### config.mk
export PLATFORM = sky130hd
export DESIGN_NAME = nibble_serial_addsub_ctrl
export DESIGN_NICKNAME = d
export VERILOG_FILES = /design/src/rtl/nibble_serial_addsub_ctrl.sv
export SDC_FILE = /design/constraint.sdc
export NUM_CORES = 1
export LEC_CHECK = 0
export BUFFER_PORTS_ARGS = -buffer_cell sky130_fd_sc_hd__buf_2
export CELL_PAD_IN_SITES_DETAIL_PLACEMENT = 0
export CELL_PAD_IN_SITES_GLOBAL_PLACEMENT = 2
export CORE_AREA = 2 2 67 117
export DETAILED_ROUTE_END_ITERATION = 8
export DIE_AREA = 0 0 69 119
export GPL_TIMING_DRIVEN = 1
export PLACE_DENSITY_LB_ADDON = 0.2
export SLEW_MARGIN = 15
export SYNTH_ARGS = -nofsm -noshare
export SYNTH_HDL_FRONTEND = slang
export SYNTH_SLANG_ARGS = --single-unit
### constraint.sdc
create_clock -name clk -period 5.5 [get_ports clk]
set_input_delay 0.275 -clock clk [delete_from_list [all_inputs] [get_ports clk]]
set_output_delay 0.275 -clock clk [all_outputs]
set_load 0.03 [all_outputs]
### src/rtl/nibble_serial_addsub_ctrl.sv
`default_nettype none
// ============================================================================
// Module      : nibble_serial_addsub_ctrl
// Description : W-bit add/subtract using one 4-bit slice, one nibble per cycle.
// Revision    : 1.0 - initial release
// ============================================================================
module nibble_serial_addsub_ctrl #(
    parameter int NIBBLES = 4
) (
    input  logic                   clk,
    input  logic                   rst_n,
    input  logic                   start,
    input  logic                   op,
    input  logic [4*NIBBLES-1:0]   a,
    input  logic [4*NIBBLES-1:0]   b,
    output logic                   busy,
    output logic                   done,
    output logic [4*NIBBLES-1:0]   res,
    output logic                   cout,
    output logic                   ovf
);

    localparam int W  = 4 * NIBBLES;
    localparam int IW = $clog2(NIBBLES);
    localparam logic [IW-1:0] C_LAST = IW'(NIBBLES - 1);

    typedef enum logic [1:0] {
        S_IDLE = 2'd0,
        S_CALC = 2'd1,
        S_DONE = 2'd2
    } state_t;

    state_t          r_state;
    logic [W-1:0]    r_a;
    logic [W-1:0]    r_b;
    logic            r_op;
    logic            r_carry;
    logic [IW-1:0]   r_idx;

    logic [3:0]      w_a_nib;
    logic [3:0]      w_b_nib;
    logic [4:0]      w_sum;
    logic            w_c3;

    // The single shared slice; subtraction inverts b and relies on carry preset to op.
    assign w_a_nib = r_a[{r_idx, 2'b00} +: 4];
    assign w_b_nib = r_b[{r_idx, 2'b00} +: 4] ^ {4{r_op}};
    assign w_sum   = {1'b0, w_a_nib} + {1'b0, w_b_nib} + {4'b0000, r_carry};
    assign w_c3    = w_a_nib[3] ^ w_b_nib[3] ^ w_sum[3];

    assign busy = (r_state != S_IDLE);

    always_ff @(posedge clk or negedge rst_n) begin
        if (!rst_n) begin
            r_state <= S_IDLE;
            r_a     <= '0;
            r_b     <= '0;
            r_op    <= 1'b0;
            r_carry <= 1'b0;
            r_idx   <= '0;
            done    <= 1'b0;
            res     <= '0;
            cout    <= 1'b0;
            ovf     <= 1'b0;
        end else begin
            done <= 1'b0;
            case (r_state)
                S_IDLE: begin
                    if (start) begin
                        r_a     <= a;
                        r_b     <= b;
                        r_op    <= op;
                        r_carry <= op;
                        r_idx   <= '0;
                        r_state <= S_CALC;
                    end
                end
                S_CALC: begin
                    res[{r_idx, 2'b00} +: 4] <= w_sum[3:0];
                    r_carry                  <= w_sum[4];
                    if (r_idx == C_LAST) begin
                        cout    <= w_sum[4];
                        ovf     <= w_c3 ^ w_sum[4];
                        r_idx   <= '0;
                        r_state <= S_DONE;
                    end else begin
                        r_idx <= r_idx + IW'(1);
                    end
                end
                S_DONE: begin
                    // done is registered, so the pulse lands in the cycle after DONE.
                    done    <= 1'b1;
                    r_state <= S_IDLE;
                end
                default: r_state <= S_IDLE;
            endcase
        end
    end

endmodule
`default_nettype wire

==> flow_metrics.tcl, run 1 <==
set metrics [dict create \
    layout.cells.non_filler 400 \
    n_fill_cell 767 \
    post-place-cells 386 \
    fin_skew_ps 4.075 \
    ys_ff_latch 57 \
    nets 356 \
    dp_hpwl_microns 4335 \
    gp_congestion 0.7666 \
    cts_tree "built" \
    htree_levels 3 \
    path_class "reg -> reg" \
    hold-worst-slack_ps 87.81 \
    cp-end-kind "register" \
    multi_input_area_sq_um 1122 \
    fp-row-count 42 \
    powerDensity_nw_per_um2 736.1 \
    route.detailed.drc 0 \
    setup_viol 0 \
    cts_resized 0 \
    hold_path_class "in -> async" \
    portBuffers 55 \
    cp_max_fo 17 \
    grt_use_total 0.1617 \
    fin_tns_setup_ps 0 \
    post-route-period-util 0.5810 \
    drv_slew 0 \
    finalCriticalPeriod_ps 3196 \
    synth.most_common_cell "nand2_1" \
    synth_cell_type_count 28 \
    yosys.area.top_type "dfrtp_1" \
    status "finished, final reports clean" \
    first_pass_iters 3 \
    synth_fp_nets 298 \
    seq_area_sq_um 1426 \
    avgSynthCellArea_sq_um 10.56 \
    wl_microns 5892 \
    cts-root-buf "clkbuf_16" \
    grt_pass1_vias 2090 \
    ys.flop_type "dfrtp_1" \
    drive_above_1_share 0.2628 \
    p_leak_uw 0.001731 \
    die_w_microns 69 \
    ctsHoldBuffers 0 \
    grt_pass1_wl_microns 10030 \
    antenna_found_initial 0 \
    ant_nets 0 \
    clock.fmax_mhz 312.9 \
    dr.first_iter.drc_count 114 \
    worst_pin_slew_ps 845.0 \
    clock_path_buffers 2 \
    numCtsBuffers 9 \
    vias 1915 \
    wl_per_cell_microns 14.73 \
    cts.clk_slew.worst_paths_ps 50 \
    cts.sinks 57 \
    cp.arrival_ps 3400 \
    post-cts-setup-buffers 0 \
    maxSlewHeadroom 0.4367 \
    diodes 0 \
    viasPerCell 4.788 \
    die-area_sq_um 8211 \
    yosys-top-cells-count "nand2_1, dfrtp_1, a22o_1" \
    synth_edf_count 0 \
    clk_latency_ps 330 \
    cap_violations 0 \
    rsz0062_at_grt "no" \
    synth_cells 251 \
    overflow 0 \
    io_pins 56 \
    fin_ws_ps 2304 \
    placeableCoreArea_sq_um 7357 \
    ys_seq_area_frac 0.5382 \
    synth-async-reset-ratio 1.000 \
    netlist_area_sq_um 2650 \
    synthTopCellsByArea "dfrtp_1, nand2_1, mux4_2" \
    required_ps 5700 \
    ys_warn_count 0 \
    hold_viol 0 \
    syn2layout_area_growth_pct 22.80 \
    ir_worst_vdd_v 0.0002713 \
    start_kind "register" \
    synth.top_cell.area_share 0.5382 \
    start_util 0.3602 \
    die_h_microns 119 \
    grt_max_degree 58 \
    dpl_worst_slack_ps 2279 \
]
## routing by layer
| metal | global-route usage | share of wire | vias up | wire, microns |
|---|---|---|---|---|
| li1 | - | - | 947 | - |
| met1 | 0.1726 | 0.39 | 921 | 2286 |
| met2 | 0.2861 | 0.56 | 38 | 3271 |
| met3 | 0.04146 | 0.034 | 9 | 202 |
| met4 | 0.08824 | 0.022 | 0 | 131 |
| met5 | 0 | 0 | - | 0 |
## per-stage QoR
stage | total power (uW) | util | area [sq um]
floorplan | 1602 | - | 2650
global route | 2590 | 0.4423 | 3254
CTS | 2447 | 0.4423 | 3254
detailed placement | 1938 | 0.4065 | 2990
finish | 2396 | 0.4423 | 3254
global placement | 1923 | 0.4065 | 2990
## cell usage in the layout (no fill, tap or decap), drive strengths merged
cell    count
nand2     107
buf        58
dfrtp      57
a22o       16
clkbuf     14
inv         9
ha          9
mux4        8
xnor2       4
nand3       4
o21ai       4
xor2        3
nor3        3
nand3b      2
a21oi       2
o31ai       2
fa          2
nor2        1
nor2b       1
and2b       1
nor4b       1
nand2b      1
and2        1
a21o        1
o211ai      1
## where the power goes
| part | total, uW | switching, uW | internal (uW) |
|---|---|---|---|
| sequential | 746 | 143 | 603 |
| clock | 497 | 173 | 323 |
| combinational | 1150 | 711 | 443 |
## state kept, by name (all words and copies together), names as in the netlist
name,flops
r_a,16
res,16
r_op,1
cout,1
r_carry,1
ovf,1
r_b,16
r_idx,2
r_state,2
done,1
## worst max-delay path: stages, from the launching register on
cell and delay [ps]:
dfrtp_1 890, mux4_2 610, xnor2_1 200, fa_1 220
inv_1 60, fa_1 390, a21o_1 190, a21oi_1 260
xor2_1 170, o21ai_0 90
## worst paths after layout
path / start / endpoint / slack [ps] / depth (start not counted)
max in group asynchronous: rst_n / r_b[1]$_DFFE_PN0P_ / 4940 / 2
min in group clk: b[7] / r_b[7]$_DFFE_PN0P_ / 140 / 3
worst max register to register: r_idx[0]$_DFFE_PN0P_ / ovf$_DFFE_PN0P_ / 2300 / 9
worst min register to register: r_a[13]$_DFFE_PN0P_ / r_a[13]$_DFFE_PN0P_ / 470 / 2
worst min-delay path: rst_n / res[8]$_DFFE_PN0P_ / 90 / 2
worst max-delay path: r_idx[0]$_DFFE_PN0P_ / ovf$_DFFE_PN0P_ / 2300 / 9
## cell type report
class                      count  area share
inverter                       9     0.01038
sequential                    57      0.4383
clock buffer                  14     0.08112
tap                           88     0.03383
multi-input combinational    174      0.3449
timing repair buffer          58     0.09150
## kinds of logic (layout without fill, tap and decap cells)
group / count (synthesis) / in the layout / synth area share
xor gates and xnor gates: 7 / 7 / 0.02314
buffers and inverters: 20 / 81 / 0.03824
DFF: 57 / 57 / 0.5382
adders and majority gates: 11 / 11 / 0.05760
muxes: 8 / 8 / 0.06799
and+or+nand+nor: 122 / 122 / 0.1992
AOI/OAI and AO/OA: 26 / 26 / 0.07554
Power figures use the tool's default switching activity.
==> run 2, diff against run 1 <==
Settings changed: CORE_AREA 2 2 67 117 to 2 2 70 122, DIE_AREA 0 0 69 119 to 0 0 72 124.
Clock period 5.5 ns to 3.05 ns, I/O delays scaled along.
==> flow_metrics.tcl, run 2 (synthesis gave the netlist of run 1 again) <==
set metrics [dict create \
    cpPeakStageDelay_ps 560 \
    clock.fmax_mhz 353.3 \
    seq_area_sq_um 1426 \
    cap_violations 0 \
    fin_skew_ps 5.900 \
    crit_path_frequent_cell "fa_1" \
    path_cells "mux4_2 -> xnor2_1 -> fa_1 -> inv_1 -> fa_1 -> a21o_1 -> a21oi_1 -> xor2_1 -> o21ai_0" \
    overflow 0 \
    cts_tree "built" \
    fin_tns_setup_ps 0 \
    viasPerCell 4.789 \
    nets 361 \
    required_ps 3250 \
    ant_nets 0 \
    final_common_cell "nand2_1" \
    top_regs "r_a: 16 flops, r_b: 16 flops, res: 16 flops" \
    die-area_sq_um 8928 \
    gp_congestion 0.7999 \
    wl_per_cell_microns 15.15 \
    grt_use_total 0.1555 \
    vias 1954 \
    critPathBufInv 1 \
    cts.clk_slew.worst_paths_ps 50 \
    htree_levels 3 \
    grt_pass1_vias 2047 \
    maxSlewHeadroom 0.5266 \
    cp-end-kind "register" \
    path_delay_family "adder cells" \
    hold_viol 0 \
    io_pins 56 \
    syn2layout_area_growth_pct 24.36 \
    cp.arrival_ps 3030 \
    path_depth 9 \
    worst_pin_slew_ps 710.1 \
    die_h_microns 124 \
    fp-row-count 43 \
    start_util 0.3351 \
    fin_ws_ps 219.7 \
    cts.sinks 57 \
    n_fill_cell 815 \
    hold_path_class "in -> reg" \
    antenna_found_initial 0 \
    clk_latency_ps 320 \
    ir_worst_vdd_v 0.0005047 \
    cp_max_fo 7 \
    p_leak_uw 0.001761 \
    slowest_stage "mux4_2" \
    placeableCoreArea_sq_um 7909 \
    post-route-period-util 0.9280 \
    finalCriticalPeriod_ps 2830 \
    route.detailed.drc 0 \
    status "finished, final reports clean" \
    hold-path-cell-count 3 \
    r2r_cells 9 \
    dp_hpwl_microns 4727 \
    numCtsBuffers 9 \
    wl_microns 6181 \
    placed_cell_area_sq_um 3023 \
    setup_viol 0 \
    portBuffers 55 \
    powerDensity_nw_per_um2 1330 \
    final_area_sq_um 3296 \
    rsz0062_at_grt "no" \
    start_kind "register" \
    dr.first_iter.drc_count 54 \
    dpl_worst_slack_ps 208.2 \
    drive_above_1_share 0.2799 \
    first_pass_iters 4 \
    cts_resized 0 \
    multi_input_area_sq_um 1122 \
    drv_slew 0 \
    cts-root-buf "clkbuf_16" \
    grt_max_degree 36 \
    clock_path_buffers 2 \
    path_class "reg -> reg" \
    die_w_microns 72 \
    diodes 0 \
    grt_pass1_wl_microns 10090 \
    final_cell_mix "nand2_1, dfrtp_1, buf_2" \
]
-- run 2: cell count changes in the layout (fill, tap and decap cells not counted), sizes merged --
cell and delta:
clkbuf -3, dlygate4sd3 +1, buf +4, clkinv +4
-- run 2: tightest hold or removal path, cell delays in order --
cell and delay (ps):
buf_2 70, nand2_1 40, nand2_1 40
-- run 2: per-stage QoR --
stage / std cells / utilization / hold slack, ps / total power [uW]
floorplan: 251 / - / -143.1 / 2889
finish: 408 / 0.4167 / 17.03 / 4383
global placement: 392 / 0.3822 / 245.5 / 3509
global route: 408 / 0.4167 / 21.36 / 4717
CTS: 408 / 0.4167 / 6.928 / 4472
detailed placement: 392 / 0.3822 / 244.1 / 3551
-- run 2: path summary, 6_finish.rpt --
check                                       start                 end  slack, ps
setup / recovery             r_idx[0]$_DFFE_PN0P_     ovf$_DFFE_PN0P_        220
hold / removal                               b[7]  r_b[7]$_DFFE_PN0P_         20
setup reg to reg             r_idx[0]$_DFFE_PN0P_     ovf$_DFFE_PN0P_        220
hold reg to reg            r_state[0]$_DFFE_PN0P_      done$_DFF_PN0_        470
max in group asynchronous                   rst_n  r_b[3]$_DFFE_PN0P_       1950
min in group asynchronous                   rst_n  res[0]$_DFFE_PN0P_        420
-- run 2: report_power, final --
| part | internal (uW) | switching [uW] | total (uW) | leakage (uW) |
|---|---|---|---|---|
| clock network | 559 | 321 | 880 | 0.000135 |
| logic | 829 | 1350 | 2180 | 0.000896 |
| registers | 1090 | 233 | 1320 | 0.000730 |
-- run 2: timing repair --
action                    in CTS  in global routing
hold endpoints to repair      30                  0
buffers inserted               0                  0
hold buffers                   1                  0
-- run 2: layer usage --
layer,up-vias,GRT usage,wire [microns]
li1,957,-,-
met1,945,0.1533,2301
met2,40,0.2940,3551
met3,12,0.03883,189
met4,0,0.07783,139
met5,-,0,0
-- run 2: layout make-up --
type                       count  area share
inverter                       9     0.01025
clock inverter                 4    0.006074
multi-input combinational    174      0.3405
timing repair buffer          63      0.1025
sequential                    57      0.4328
clock buffer                  11     0.07365
tap                           90     0.03417
==> run 3, diff against run 2 <==
Settings changed: REMOVE_ABC_BUFFERS from default to 1.
==> flow_metrics.tcl, run 3 (synthesis gave the netlist of run 1 again) <==
set metrics [dict create \
    start_util 0.3351 \
    r2r_cells 8 \
    rsz0062_at_grt "no" \
    hold-worst-slack_ps 19.96 \
    top_regs "r_a: 16 flops, r_b: 16 flops, res: 16 flops" \
    placeableCoreArea_sq_um 7909 \
    reg2reg_from "r_idx[0]$_DFFE_PN0P_" \
    cpPeakStageDelay_ps 540 \
    start_kind "register" \
    cp-end-kind "register" \
    syn2layout_area_growth_pct 23.94 \
    slowest_stage "mux4_2" \
    cp.arrival_ps 2980 \
    portBuffers 55 \
    viasPerCell 4.770 \
    ant_nets 0 \
    dr.first_iter.drc_count 58 \
    n_fill_cell 812 \
    post-route-period-util 0.9130 \
    drive_above_1_share 0.2667 \
    clock.fmax_mhz 359.1 \
    cts-root-buf "clkbuf_16" \
    cts_tree "built" \
    powerDensity_nw_per_um2 1320 \
    ir_worst_vdd_v 0.0005432 \
    drv_slew 0 \
    final_cell_mix "nand2_1, dfrtp_1, buf_2" \
    wl_microns 5814 \
    cp_max_fo 12 \
    hold_path_class "in -> reg" \
    grt_pass1_vias 1997 \
    setup_viol 0 \
    dp_hpwl_microns 4216 \
    gp_congestion 0.7087 \
    antenna_found_initial 0 \
    hold_path_end "r_b[8]$_DFFE_PN0P_" \
    r2r_slack_ps 270 \
    hp-start "b[8]" \
    path_class "reg -> reg" \
    fp-row-count 43 \
    die_h_microns 124 \
    p_leak_uw 0.001746 \
    required_ps 3250 \
    hold_viol 0 \
    first_pass_iters 4 \
    wl_per_cell_microns 14.36 \
    hold-path-cell-count 3 \
    fin_tns_setup_ps 0 \
    die_w_microns 72 \
    cap_violations 0 \
    clk_latency_ps 320 \
    reg2reg_to "ovf$_DFFE_PN0P_" \
    overflow 0 \
    cts.clk_slew.worst_paths_ps 50 \
    cts.sinks 57 \
    status "finished, final reports clean" \
    diodes 0 \
    fin_skew_ps 5.440 \
    finalCriticalPeriod_ps 2785 \
    htree_levels 3 \
    die-area_sq_um 8928 \
    vias 1932 \
    nets 359 \
    numCtsBuffers 9 \
    maxSlewHeadroom 0.5967 \
    worst_pin_slew_ps 604.9 \
    grt_max_degree 49 \
    final_common_cell "nand2_1" \
    clock_path_buffers 2 \
    grt_pass1_wl_microns 9715 \
    path_cells "buf_4 -> mux4_2 -> xnor2_1 -> fa_1 -> a21o_1 -> a21oi_1 -> xor2_1 -> o21ai_0" \
    io_pins 56 \
    grt_use_total 0.1485 \
    route.detailed.drc 0 \
]
[run 3: worst max-delay path by stage]
| stage | startpoint | to | slack, ps | cells past startpoint |
|---|---|---|---|---|
| 2_1_floorplan | r_idx[0]$_DFFE_PN0P_ | ovf$_DFFE_PN0P_ | 160 | 9 |
| 3_3_place_gp | r_idx[0]$_DFFE_PN0P_ | ovf$_DFFE_PN0P_ | 320 | 8 |
| 3_5_place_dp | r_idx[0]$_DFFE_PN0P_ | ovf$_DFFE_PN0P_ | 220 | 8 |
| 4_1_cts | r_idx[0]$_DFFE_PN0P_ | ovf$_DFFE_PN0P_ | 210 | 8 |
| 5_1_grt | r_idx[0]$_DFFE_PN0P_ | ovf$_DFFE_PN0P_ | 20 | 8 |
| 6_report | r_idx[0]$_DFFE_PN0P_ | ovf$_DFFE_PN0P_ | 270 | 8 |
[run 3: metal layers]
| metal | share of wire | wire (microns) | GRT usage | vias up |
|---|---|---|---|---|
| li1 | - | - | - | 952 |
| met1 | 0.38 | 2196 | 0.1506 | 926 |
| met2 | 0.56 | 3252 | 0.2697 | 40 |
| met3 | 0.037 | 216 | 0.03641 | 14 |
| met4 | 0.025 | 148 | 0.08844 | 0 |
| met5 | 0 | 0 | 0 | - |
[run 3: per-stage QoR]
stage                     power [uW]  instances  utilization  instance area (sq um)  worst slack (ps)
after global placement          3476        390       0.3803                   3008             320.3
after CTS                       4420        404       0.4137                   3272             212.6
after detailed placement        3505        390       0.3803                   3008             221.0
after floorplan                 2818        240            -                   2582             159.3
after global routing            4696        405       0.4153                   3284             17.74
final                           4336        405       0.4153                   3284             265.2
[run 3: critical path: cells and delay by family (launching register included)]
| family | cells | cell delay, ps |
|---|---|---|
| compound gates | 3 | 570 |
| buf+inv | 1 | 290 |
| mux | 1 | 540 |
| flops | 1 | 470 |
| fa+ha+maj | 1 | 450 |
| xor+xnor | 2 | 350 |
[run 3: final cells by class]
cell class                 instances  area [sq um]  area share
multi-input combinational        174          1122      0.3417
sequential                        57          1426      0.4343
inverter                           9         33.78     0.01029
timing repair buffer              61         325.3     0.09905
tap                               90         112.6     0.03429
clock buffer                      14         264.0     0.08038
[run 3: what timing repair did]
action                    CTS  global route
setup buffers               0             0
hold endpoints to repair    0            47
gates resized for setup     0             0
hold buffers                0             1
[run 3: power by group]
part	switching, uW	internal [uW]
registers	195	1090
logic	1350	818
clock network	304	583
